$ cat src/rtl/hazard_ctrl.sv
// hazard_ctrl: pipeline stall/flush sequencing for the five-stage MIPS core.
// Detects load-use, branch and MDU-occupancy hazards, tracks the multiply/
// divide busy counter and sequences exception/interrupt entry and eret return.
module hazard_ctrl #(
  parameter int unsigned MULT_CYC = 5,
  parameter int unsigned DIV_CYC  = 10,
  parameter int unsigned CNT_W    = 4
) (
  input  logic       clk,
  input  logic       reset,
  input  logic [4:0] rs_D,
  input  logic [4:0] rt_D,
  input  logic       use_rs_D,
  input  logic       use_rt_D,
  input  logic       branch_D,
  input  logic       md_D,
  input  logic       eret_D,
  input  logic [4:0] wr_E,
  input  logic       regwrite_E,
  input  logic       load_E,
  input  logic [4:0] wr_M,
  input  logic       load_M,
  input  logic       md_start_E,
  input  logic       is_div_E,
  input  logic       exc_M,
  input  logic       int_req,
  input  logic       ie,
  output logic       pc_en,
  output logic       en_D,
  output logic       clr_D,
  output logic       clr_E,
  output logic       int_clr,
  output logic       epc_we,
  output logic       pc_vec,
  output logic       exl,
  output logic       mdu_busy
);

  typedef enum logic [1:0] {NORMAL, ENTER, HANDLER} state_t;

  state_t           state;
  logic [CNT_W-1:0] md_cnt;

  logic rs_hit_E, rt_hit_E, rs_hit_M, rt_hit_M;
  logic dep_E, dep_M;
  logic ld_haz, br_haz, md_haz, stall, take, cnt_nz;

  // Source/destination matching; register 0 never creates a dependence.
  always_comb begin
    rs_hit_E = use_rs_D && (rs_D != '0) && (rs_D == wr_E);
    rt_hit_E = use_rt_D && (rt_D != '0) && (rt_D == wr_E);
    rs_hit_M = use_rs_D && (rs_D != '0) && (rs_D == wr_M);
    rt_hit_M = use_rt_D && (rt_D != '0) && (rt_D == wr_M);
    dep_E    = rs_hit_E || rt_hit_E;
    dep_M    = rs_hit_M || rt_hit_M;
  end

  // Hazard detection and exception-entry decision.
  always_comb begin
    cnt_nz = (md_cnt != '0);
    ld_haz = load_E && dep_E;
    br_haz = branch_D && ((regwrite_E && dep_E) || (load_M && dep_M));
    md_haz = md_D && (cnt_nz || md_start_E);
    stall  = ld_haz || br_haz || md_haz;
    // Entry is suppressed in ENTER so the flushed stages cannot re-trigger it.
    take   = (state != ENTER) && (exc_M || (int_req && ie && !exl));
  end

  // Pipeline control outputs; entry overrides any stall, reset forces all low.
  always_comb begin
    pc_en    = 1'b0;
    en_D     = 1'b0;
    clr_D    = 1'b0;
    clr_E    = 1'b0;
    int_clr  = 1'b0;
    epc_we   = 1'b0;
    pc_vec   = 1'b0;
    mdu_busy = 1'b0;
    if (reset) begin
      mdu_busy = cnt_nz;
      if (take) begin
        int_clr = 1'b1;
        epc_we  = 1'b1;
        pc_vec  = 1'b1;
        pc_en   = 1'b1;
        en_D    = 1'b1;
        clr_E   = 1'b1;
      end else begin
        pc_en = !stall;
        en_D  = !stall;
        clr_E = stall;
        clr_D = eret_D && !stall;
      end
    end
  end

  // MDU occupancy counter: load on start (restart reloads), else count down to 0.
  always_ff @(posedge clk) begin
    if (!reset) begin
      md_cnt <= '0;
    end else if (md_start_E) begin
      md_cnt <= is_div_E ? CNT_W'(DIV_CYC) : CNT_W'(MULT_CYC);
    end else if (md_cnt != '0) begin
      md_cnt <= md_cnt - 1'b1;
    end
  end

  // Exception/interrupt sequencing with registered exception level.
  always_ff @(posedge clk) begin
    if (!reset) begin
      state <= NORMAL;
      exl   <= 1'b0;
    end else begin
      unique case (state)
        NORMAL: begin
          if (take) begin
            state <= ENTER;
            exl   <= 1'b1;
          end
        end
        ENTER: begin
          state <= HANDLER;
          exl   <= 1'b1;
        end
        HANDLER: begin
          if (take) begin
            state <= ENTER;
            exl   <= 1'b1;
          end else if (eret_D && !stall) begin
            state <= NORMAL;
            exl   <= 1'b0;
          end
        end
        default: begin
          state <= NORMAL;
          exl   <= 1'b0;
        end
      endcase
    end
  end

endmodule

$ cat config.mk
export PLATFORM = sky130hd
export DESIGN_NAME = hazard_ctrl
export DESIGN_NICKNAME = d
export VERILOG_FILES = /design/src/rtl/hazard_ctrl.sv
export SDC_FILE = /design/constraint.sdc
export NUM_CORES = 1
export LEC_CHECK = 0
export BUFFER_PORTS_ARGS = -buffer_cell sky130_fd_sc_hd__buf_4
export CAP_MARGIN = 20
export CELL_PAD_IN_SITES_DETAIL_PLACEMENT = 1
export CELL_PAD_IN_SITES_GLOBAL_PLACEMENT = 1
export CORE_UTILIZATION = 28
export DETAILED_ROUTE_END_ITERATION = 12
export PLACE_DENSITY = 0.86
export REMOVE_ABC_BUFFERS = 1
export SLEW_MARGIN = 10
export SYNTH_ARGS = -nofsm -noshare
export SYNTH_HDL_FRONTEND = slang
export SYNTH_SLANG_ARGS = --single-unit
$ cat constraint.sdc
create_clock -name clk -period 1.8 [get_ports clk]
set_input_delay 0.09 -clock clk [delete_from_list [all_inputs] [get_ports clk]]
set_output_delay 0.09 -clock clk [all_outputs]
set_load 0.01 [all_outputs]
# Word-level counts from Yosys, hierarchy flattened
# Cells that the tools add are included.
[op_classes] add_sub_neg=1 eq_ne=9 n_mux=20 reduce_logical=30
[op_table] cell="5-bit equality test" count=4
[op_table] cell="1-bit logical AND" count=15
[op_table] cell="1-bit two-way mux" count=12
[op_table] cell="4-bit two-way mux" count=3
[op_table] cell="5-bit nonzero test" count=2
[op_table] cell="1-bit logical OR" count=7
[op_table] cell="2-bit two-way mux" count=3
[op_table] cell="2-bit case mux with 3 select lines" count=1
[op_table] cell="4-bit nonzero test" count=1
[op_table] cell="4-bit by 1-bit subtractor with 4-bit output, second input constant" count=1
[op_table] cell="3-bit != test, second input constant" count=1
[op_table] cell="1-bit case mux with 3 select lines" count=1
[op_table] cell="2-bit by 1-bit equality test with 1-bit output, second input constant" count=1
[op_table] cell="2-bit equality test, second input constant" count=1
[op_table] cell="1-bit logical NOT" count=2
[op_table] cell="2-bit logical NOT" count=1
[op_table] cell="2-bit by 1-bit != test with 1-bit output, second input constant" count=1
[op_table] cell="2-bit != test, second input constant" count=1
[op_table] cell="2-bit AND reduction" count=1
[op_table] cell="2-bit nonzero test" count=1
[totals] ff_bits=7 inputBits=35 out_inout_bits=9 wordCells=63

# Logic depth before layout (Yosys ltp)
# Gate-level depths: netlist of the first run.
[depth] ltp_word=14 ltp_mapped=7 mapped_depth_nobuf=6

# Worst setup path before layout of the first run
# Ideal clock, no wire load.
[synth_timing] path_type="register to output" from="register md_cnt[0]" to="output port clr_D" arrival_ns=1.346 required_ns=1.710 setup_slack_ns=0.364 path_stages_with_launch=7 n_path_buf=0 cell_sequence="dfxtp_1 -> inv_1 -> ha_1 -> nand2_1 -> o21a_1 -> nor4b_2 -> and3_1"
[synth_via] elab_chain_len=8
[synth_rtl] element="start: declaration" line="42" source="logic [CNT_W-1:0] md_cnt;"
[synth_rtl] element="start signal: assignment" line="102" source="md_cnt <= is_div_E ? CNT_W'(DIV_CYC) : CNT_W'(MULT_CYC);"
[synth_rtl] element="start signal: assignment" line="104" source="md_cnt <= md_cnt - 1'b1;"
[synth_rtl] element="4-bit nonzero test" line="60" source="cnt_nz = (md_cnt != '0);"
[synth_rtl] element="1-bit logical OR" line="63" source="md_haz = md_D && (cnt_nz || md_start_E);"
[synth_rtl] element="1-bit logical AND" line="63"
[synth_rtl] element="1-bit logical OR" line="64" source="stall = ld_haz || br_haz || md_haz;"
[synth_rtl] element="1-bit logical NOT" line="92" source="clr_D = eret_D && !stall;"
[synth_rtl] element="1-bit logical AND" line="92"
[synth_rtl] element="1-bit two-way mux" line="81" source="if (take) begin"
[synth_rtl] element="1-bit two-way mux" line="79" source="if (reset) begin"
[synth_rtl] element="end: declaration" line="30" source="output logic clr_D,"
# Every way passes these cells.

# Worst setup path in the final report of the first run
# Ends and elaborated chain as after synthesis.

==> results, run 1 <==
- The proportion of layout cells with a drive suffix above 1 is 0.455.
- In the final layout, the multi-input gates occupy 581 µm².
- The worst flop-to-flop path endpoint is exl.
- The cell area power density is 552 nW/µm².
- The number of standard-cell rows in the floorplan is 17.
- The number of antenna diodes in the final layout is 0.
- The worst setup skew after layout is 0.437 ps.
- The post-synthesis compound-gate area fraction is 0.176.
- The worst-case hold path end point is md_cnt[0].
- For the worst setup path, the data required time is 1710 ps.
- The worst hold-check path type is primary input to flip-flop.
- Leaving out fill and tap cells, the most frequent cells in the layout are sky130_fd_sc_hd__buf_4 (44), sky130_fd_sc_hd__xor2_1 (14), sky130_fd_sc_hd__xnor2_1 (9).
- STA classifies the critical path startpoint as a flip-flop.
- The top fanout value on the critical path is 4.
- The achievable clock frequency is 581 MHz.
- The mux share of post-synthesis cell area is 0.
- The tightest hold path in the finished design has a slack of 146 ps.
- The number of buffers on the longest clock path is 2.
- Summed over all cells, the static leakage comes to 0.000492 µW.
- The remaining global-route overflow is 0.
- The worst hold path begins at reset.
- The clock tree from TritonCTS is built.
- The worst path needs 1720 ps of the cycle, external delays included.
- For this run, asynchronously set or reset flops after synthesis account for 0.
- Counting flops with a built-in enable in the synthesized netlist gives 0.
- At the end of routability-driven placement, the weighted congestion stood at 0.874.
- The most common cell after layout, fill and taps aside is sky130_fd_sc_hd__buf_4.
- The setup check on the worst reg-to-reg path leaves a slack of 380 ps.
- The count of final max-slew check failures came to 0.
- In this run the tool buffered the top-level ports with 43 buffer cells.
- The effective utilization at floorplan is 0.309.
- The area enclosed by the die boundary is 2740 µm².
- The flow ran to the end, and the final reports show no timing, DRC or antenna violations.
- By area, the combinational part of the netlist is dominated by XOR/XNOR gates.
- After filler insertion, the fill cell instance count of the layout stands at 286.
- The share of synthesized area in the top cell type comes to 0.197.
- The cell type contributing the most total cell area after synthesis is sky130_fd_sc_hd__dfxtp_1.
- The initial antenna violation count was 0.
- The sequential share of the synthesized area is 0.197.
- The arithmetic-cell share of the synthesized area counting full adders, half adders and majority gates is 0.0352.
- For this run, the number of standard cells in the final layout without fillers is 162.
- At the pin with the least slew margin, the transition time is 308 ps.
- After clock tree synthesis, the clock-pin slew on the worst setup and hold paths is 60 ps.
- In the final routed layout, each cell accounts on average for 13.6 µm.
- The critical path in this run is classified as flip-flop to primary output.
- Entering global routing, the biggest net connects 14 pins.
- Relative to the synthesized area, the layout overhead comes to 59.5%.
- For this design, the sink count on the clock tree is 7.
- The synthesized design contains 7 register bits.
- The detailed router's first-iteration violation count is 5.
- The via count of the first global-routing pass was 888.
- Using the TritonRoute via totals, the vias-per-cell ratio works out to 5.09.
- The largest stage delay on the critical path is 340 ps.
- The synthesized netlist occupies a cell area of 711 µm².
- The via count is 825.
- The top-level I/O count is 44.
- The chip width is 52.4 µm.
- The final net count is 172.
- The worst setup path is captured at a primary output.
- The aggregate global-route resource usage is 0.172.
- Max-cap violations in this run came to 0.
- Setup violations remaining at the end of the flow were counted as 0.
- The detail route stage leaves a number of antenna-violating nets equal to 0.
- Clock latency on the worst-skew pair, taken at its later pin, is 250 ps.
- The number of cells on the worst reg-to-reg path is 7.
- For this run, the share of the core covered by cells in the final layout is 0.493.
- The synthesized netlist contains 27 unique library cells.
- IR analysis of the VDD net gives a maximum drop of 373 µV.
- The dominant register cell in the synthesized netlist is sky130_fd_sc_hd__dfxtp_1.
- The final hold violation count is 0.
- The sequential standard cell area is 143 µm².
- The first detailed-routing pass ran for 2 iterations.
- The number of placed cells counting well taps is 157.
- Of the total synthesized cell area, the portion taken by AND, OR, NAND and NOR gates is 0.250.
- The floorplan core area is 2300 µm².
- TritonCTS created 3 clock buffers.
- The detailed-route wire length is 2200 µm.
- The cell count after synthesis came out at 90.
- The critical path contains buffers and inverters numbering 2 combined.
- Measured against its own limit, the worst slew margin works out to 0.792.
- The total number of H-tree levels is 1.
- During synthesis, Yosys emitted a total of 0 warnings.
- The global-route wire length before repair is 3570 µm.
- Setup repair after global routing could not meet its margin everywhere.
- At the worst endpoint, the arrival time is 1630 ps.
- The floorplan step set the die height to 52.4 µm.
- The placed wire-length estimate is 1910 µm.
- The start of the worst register-to-register path is md_cnt[0].
- The number of cells traversed by the worst hold path is 2.
- Of the available clock period, the critical path in the final layout requires 0.956.
- The xor-xnor portion of the synthesized cell area is 0.283.
- The family with the most delay on the worst path is simple AND/OR/NAND/NOR gates.
- The DRC violation count after routing is 0.
- Setup total negative slack on the finished layout was measured at 0 ps.
- Sorting the synthesized cells by area gives the leading types as sky130_fd_sc_hd__dfxtp_1 (20%), sky130_fd_sc_hd__xor2_1 (17%), sky130_fd_sc_hd__xnor2_1 (11%).
- The clock root buffer is sky130_fd_sc_hd__clkbuf_4.
- Among all stages on the critical path, the largest delay is contributed by sky130_fd_sc_hd__dfxtp_2.
- The average instance in the mapped netlist occupies 7.90 µm².
- Traced cell by cell, the critical path runs through inv_4, ha_4, nand2_4, o21a_4, nor4b_4, and3_1, buf_4.
-- cell type report --
| type | instances | share of cell area |
|---|---|---|
| multi-input cells | 75 | 0.512 |
| flip-flops and latches | 7 | 0.126 |
| well taps | 28 | 0.0309 |
| repair buffers | 44 | 0.291 |
| clock inverters | 1 | 0.00442 |
| clock buffers | 3 | 0.0199 |
| inverters | 4 | 0.0155 |
-- registers in the layout, indices dropped and copies added (netlist names) --
name	cells
exl	1
md_cnt	4
state	2
-- cells by family after synthesis --
group,after synthesis
AOI/OAI and AO/OA,19
xor gates and xnor gates,23
adders and majority gates,2
buffers and inverters,8
DFF,7
and+or+nand+nor,31
-- repair_timing --
action | 4_1_cts | 5_1_grt
pin swaps | 2 | 3
setup endpoints to repair | 4 | 4
gates cloned | 0 | 0
hold buffers | 0 | 0
gates resized for setup | 3 | 13
setup buffers | 0 | 1
-- routing by layer --
metal  vias to the layer above  routed length, µm  track usage
met2                        35               1150        0.352
met5                         -                  0            0
met1                       380                891        0.184
met4                         0                 37       0.0219
met3                         2                118       0.0261
li1                        408                  -            -
-- cells in the mapped netlist, types with 2 or more instances --
library cell and instances:
sky130_fd_sc_hd__xor2_1 14, sky130_fd_sc_hd__xnor2_1 9, sky130_fd_sc_hd__dfxtp_1 7, sky130_fd_sc_hd__o21a_1 6
sky130_fd_sc_hd__nor2_1 5, sky130_fd_sc_hd__and2_1 4, sky130_fd_sc_hd__inv_1 4, sky130_fd_sc_hd__nor3_1 4
sky130_fd_sc_hd__nor4_1 4, sky130_fd_sc_hd__a21oi_1 3, sky130_fd_sc_hd__buf_4 3, sky130_fd_sc_hd__nand2_1 3
sky130_fd_sc_hd__nand4_1 3, sky130_fd_sc_hd__o21ai_0 3, sky130_fd_sc_hd__a31oi_1 2, sky130_fd_sc_hd__and3_1 2
sky130_fd_sc_hd__ha_1 2, sky130_fd_sc_hd__nand3_1 2, sky130_fd_sc_hd__or4_1 2
-- metrics by stage --
stage	area (µm²)	total power [µW]	setup WS (ps)
floorplan	684	321	364
CTS	1080	606	-17.9
detailed placement	1040	456	96.0
finish	1130	626	79.7
global placement	1040	445	140
global route	1130	675	-14.2
-- how the worst max path moves through the flow --
stage | from | end | slack, ps | depth (start not counted)
2_1_floorplan | md_cnt[0] | clr_D | 360 | 6
3_3_place_gp | rt_D[1] | clr_D | 140 | 7
3_5_place_dp | rt_D[1] | clr_D | 100 | 7
4_1_cts | md_cnt[0] | clr_D | -20 | 7
5_1_grt | md_cnt[1] | clr_D | -10 | 7
6_report | md_cnt[0] | clr_D | 80 | 7
-- power breakdown --
part / internal (µW) / total (µW) / switching, µW
clock: 81.3 / 142 / 61.1
combinational: 162 / 297 / 135
sequential: 171 / 186 / 14.4
Power figures use the tool's default switching activity.
==> inputs of run 2 (changes only) <==
--- a/config.mk
+++ b/config.mk
@@ -7,7 +7,7 @@
 export LEC_CHECK = 0
 export BUFFER_PORTS_ARGS = -buffer_cell sky130_fd_sc_hd__buf_4
 export CAP_MARGIN = 20
-export CELL_PAD_IN_SITES_DETAIL_PLACEMENT = 1
+export CELL_PAD_IN_SITES_DETAIL_PLACEMENT = 0
 export CELL_PAD_IN_SITES_GLOBAL_PLACEMENT = 1
 export CORE_UTILIZATION = 28
 export DETAILED_ROUTE_END_ITERATION = 12
==> run 2 against run 1 <==
  * Final cell count rose by 0.62%
  * Non-clock buffer count rose by 1
  * Worst setup slack got worse by 25 ps
  * Die area stayed put
  * First-iteration DRC count increased to 2.8 times the previous value
  * Flip-flop and latch count did not move
  * Wire length shrank 15%
  * Clock skew grew 3.0 ps
  * Register-to-register slack about the same
==> results, run 2 (synthesized netlist as in run 1, its figures left out) <==
- The number of standard-cell rows in the floorplan is 17 (unchanged).
- STA classifies the critical path endpoint as a primary output.
- The standby leakage power is 0.000491 µW (-0.38%).
- The proportion of layout cells with a drive suffix above 1 is 0.437 (-0.0182).
- The via count is 817 (-0.97%).
- The placer congestion estimate is 0.874 (unchanged).
- The post-CTS clock slew at the launch and capture registers of the worst setup and hold paths is 60 ps (about the same).
- The top fanout value on the critical path came to 3 (-1).
- The via count of the first global-routing pass is 727 (-18%).
- The aggregate global-route resource usage came to 0.141 (-0.0310).
- The number of filler instances in the final layout is 224 (-22%).
- The final antenna diode count was 0 (unchanged).
- Compared with the post-synthesis result, the final layout area differs by 57.7%.
- The flow ran to the end, and the final reports show no timing, DRC or antenna violations.
- The remaining global-route overflow is 0 (unchanged).
- The global-route wire length before repair was 2900 µm (-19%).
- The clock tree from TritonCTS is built.
- The initial antenna violation count is 0 (unchanged).
- The worst ir drop on vdd is 424 µV (+14%).
- The detail-routed net length per standard cell is 11.4 µm (-16%).
- The startpoint identified for the worst hold timing path is reset.
- The number of flip-flops under the largest register name is 4 (unchanged).
- The share of the clock period used by the worst path after layout is 0.970 (+0.0142).
- The worst flop-to-flop path endpoint is exl.
- The most common cell after layout, fill and taps aside is sky130_fd_sc_hd__buf_4.
- The top-level I/O count came to 44 (unchanged).
- The largest net degree at the start of global routing is 14 (unchanged).
- The register with the most flip-flops in the final layout is md_cnt.
- The per-cell via count in the routed design is 5.01 (-1.6%).
- In this run the worst hold path is classified as primary input to flip-flop.
- Setup repair after global routing could not meet its margin everywhere.
- The worst setup slack after layout is 54.2 ps (-25.5 ps).
- The detailed-route wire length is 1860 µm (-15%).
- The type of the setup path with the least slack is flip-flop to primary output.
- The clock insertion delay at the later pin of the skew report is 250 ps (about the same).
- The chip width came to 52.4 µm (unchanged).
- The number of nets still failing antenna checks after routing is 0 (unchanged).
- The count of final max-slew check failures came to 0 (unchanged).
- The worst setup skew after layout is 3.49 ps (+3.05 ps).
- The cell area power density is 552 nW/µm² (about the same).
- The worst setup path is launched from a flip-flop.
- The TritonCTS buffer count is 3 (unchanged).
- The final hold violation count came to 0 (unchanged).
- The number of buffers on the longest clock path is 2 (unchanged).
- The transition time at the pin with the least slew margin is 318 ps (+9.66 ps).
- The die height is 52.4 µm (unchanged).
- The required time at the worst-slack endpoint is 1710 ps (about the same).
- The floorplan core area was 2300 µm² (unchanged).
- The effective utilization at floorplan is 0.309 (unchanged).
- The time the final worst path needs with I/O delays and setup was 1750 ps (+25.5 ps).
- The startpoint identified for the worst register-to-register timing path is md_cnt[0].
- The detailed-router iteration count before antenna repair is 4 (+2).
- The clock sink count is 7 (unchanged).
- The achievable clock frequency is 573 MHz (-1.5%).
- The detailed router's first-iteration violation count came to 14 (+9).
- The number of failing setup endpoints in the final timing report is 0 (unchanged).
- The depth of the worst register-to-register path was 7 (unchanged).
- The largest registers in the layout are md_cnt x4, state x2, exl x1.
- The worst setup slack before clock tree synthesis is 115 ps (+19.0 ps).
- The number of cells traversed by the worst hold path is 2 (unchanged).
- The number of violations of the max-capacitance limit was 0 (unchanged).
- The tree is rooted in a sky130_fd_sc_hd__clkbuf_4.
- The data arrival time of the critical path is 1660 ps (+30 ps).
- The final hold slack was 135 ps (-10.7 ps).
- The register-to-register setup slack came to 370 ps (about the same).
- The number of input and output port buffers inserted is 43 (unchanged).
- The number of hold buffers added after CTS is 0 (unchanged).
- The DRC violation count after routing was 0 (unchanged).
- The total number of H-tree levels is 1 (unchanged).
- The placed wire-length estimate is 1590 µm (-17%).
- The worst max-slew margin expressed relative to the limit is 0.785 (-0.00652).
- For hold timing, the worst endpoint is md_cnt[1].
- The area enclosed by the die boundary is 2740 µm² (unchanged).
- The final net count is 173 (+0.58%).
- The library cells used most frequently in the layout, excluding fill and tap cells, are sky130_fd_sc_hd__buf_4 (44), sky130_fd_sc_hd__xor2_1 (14), sky130_fd_sc_hd__xnor2_1 (9).
==> run 2: changes by cell type in the layout (fill, tap and decap cells not counted), sizes merged <==
cell / before / now
buf: 44 / 45
==> run 2: what timing repair did <==
item                       in CTS  in global routing
gates resized for setup         1                 11
pin swaps                       1                  3
setup buffers                   1                  1
setup endpoints to repair       1                  4
==> run 2: worst max-delay path by stage <==
stage | startpoint | end | slack (ps)
2_1_floorplan | md_cnt[0] | clr_D | 360
3_3_place_gp | rt_D[1] | clr_D | 140
3_5_place_dp | rt_D[1] | clr_D | 110
4_1_cts | md_cnt[0] | clr_D | 20
5_1_grt | md_cnt[3] | clr_D | -50
6_report | md_cnt[0] | clr_D | 50
==> run 2: stage by stage <==
step,cells,setup TNS (ps),total power (µW),area (µm²),utilization
2_1_floorplan,86,0,321,684,-
3_3_place_gp,157,0,445,1040,0.454
3_5_place_dp,157,0,448,1040,0.454
4_1_cts,162,0,598,1080,0.469
5_1_grt,163,-46.7,667,1120,0.488
6_report,163,0,619,1120,0.488
==> run 2: cell type report <==
class / instances / area (µm²) / area share
Clock buffer: 3 / 22.5 / 0.0201
Clock inverter: 1 / 5.00 / 0.00446
Inverter: 4 / 17.5 / 0.0156
Multi-Input combinational cell: 75 / 557 / 0.497
Sequential cell: 7 / 143 / 0.127
Tap cell: 28 / 35.0 / 0.0312
Timing Repair Buffer: 45 / 342 / 0.305
==> run 2: per-layer routing <==
| layer | global-route usage | share of wire | vias to the layer above |
|---|---|---|---|
| met4 | 0.0132 | 0 | 0 |
| met2 | 0.262 | 0.50 | 45 |
| met5 | 0 | 0 | - |
| met1 | 0.162 | 0.41 | 363 |
| li1 | - | - | 409 |
| met3 | 0.0435 | 0.091 | 0 |
==> run 2: power by group <==
part           switching, µW  total (µW)  leakage (µW)  internal [µW]
logic                    129         292      0.000414            163
registers               13.3         185     0.0000587            171
clock network           61.4         143     0.0000177           81.3
==> run 2: critical path, cell delays in order (launching register included) <==
cell and delay [ps]:
sky130_fd_sc_hd__dfxtp_2 330, sky130_fd_sc_hd__inv_4 70, sky130_fd_sc_hd__ha_4 140, sky130_fd_sc_hd__nand2_4 40
sky130_fd_sc_hd__o21a_1 220, sky130_fd_sc_hd__nor4b_2 280, sky130_fd_sc_hd__and3_1 210, sky130_fd_sc_hd__buf_6 100
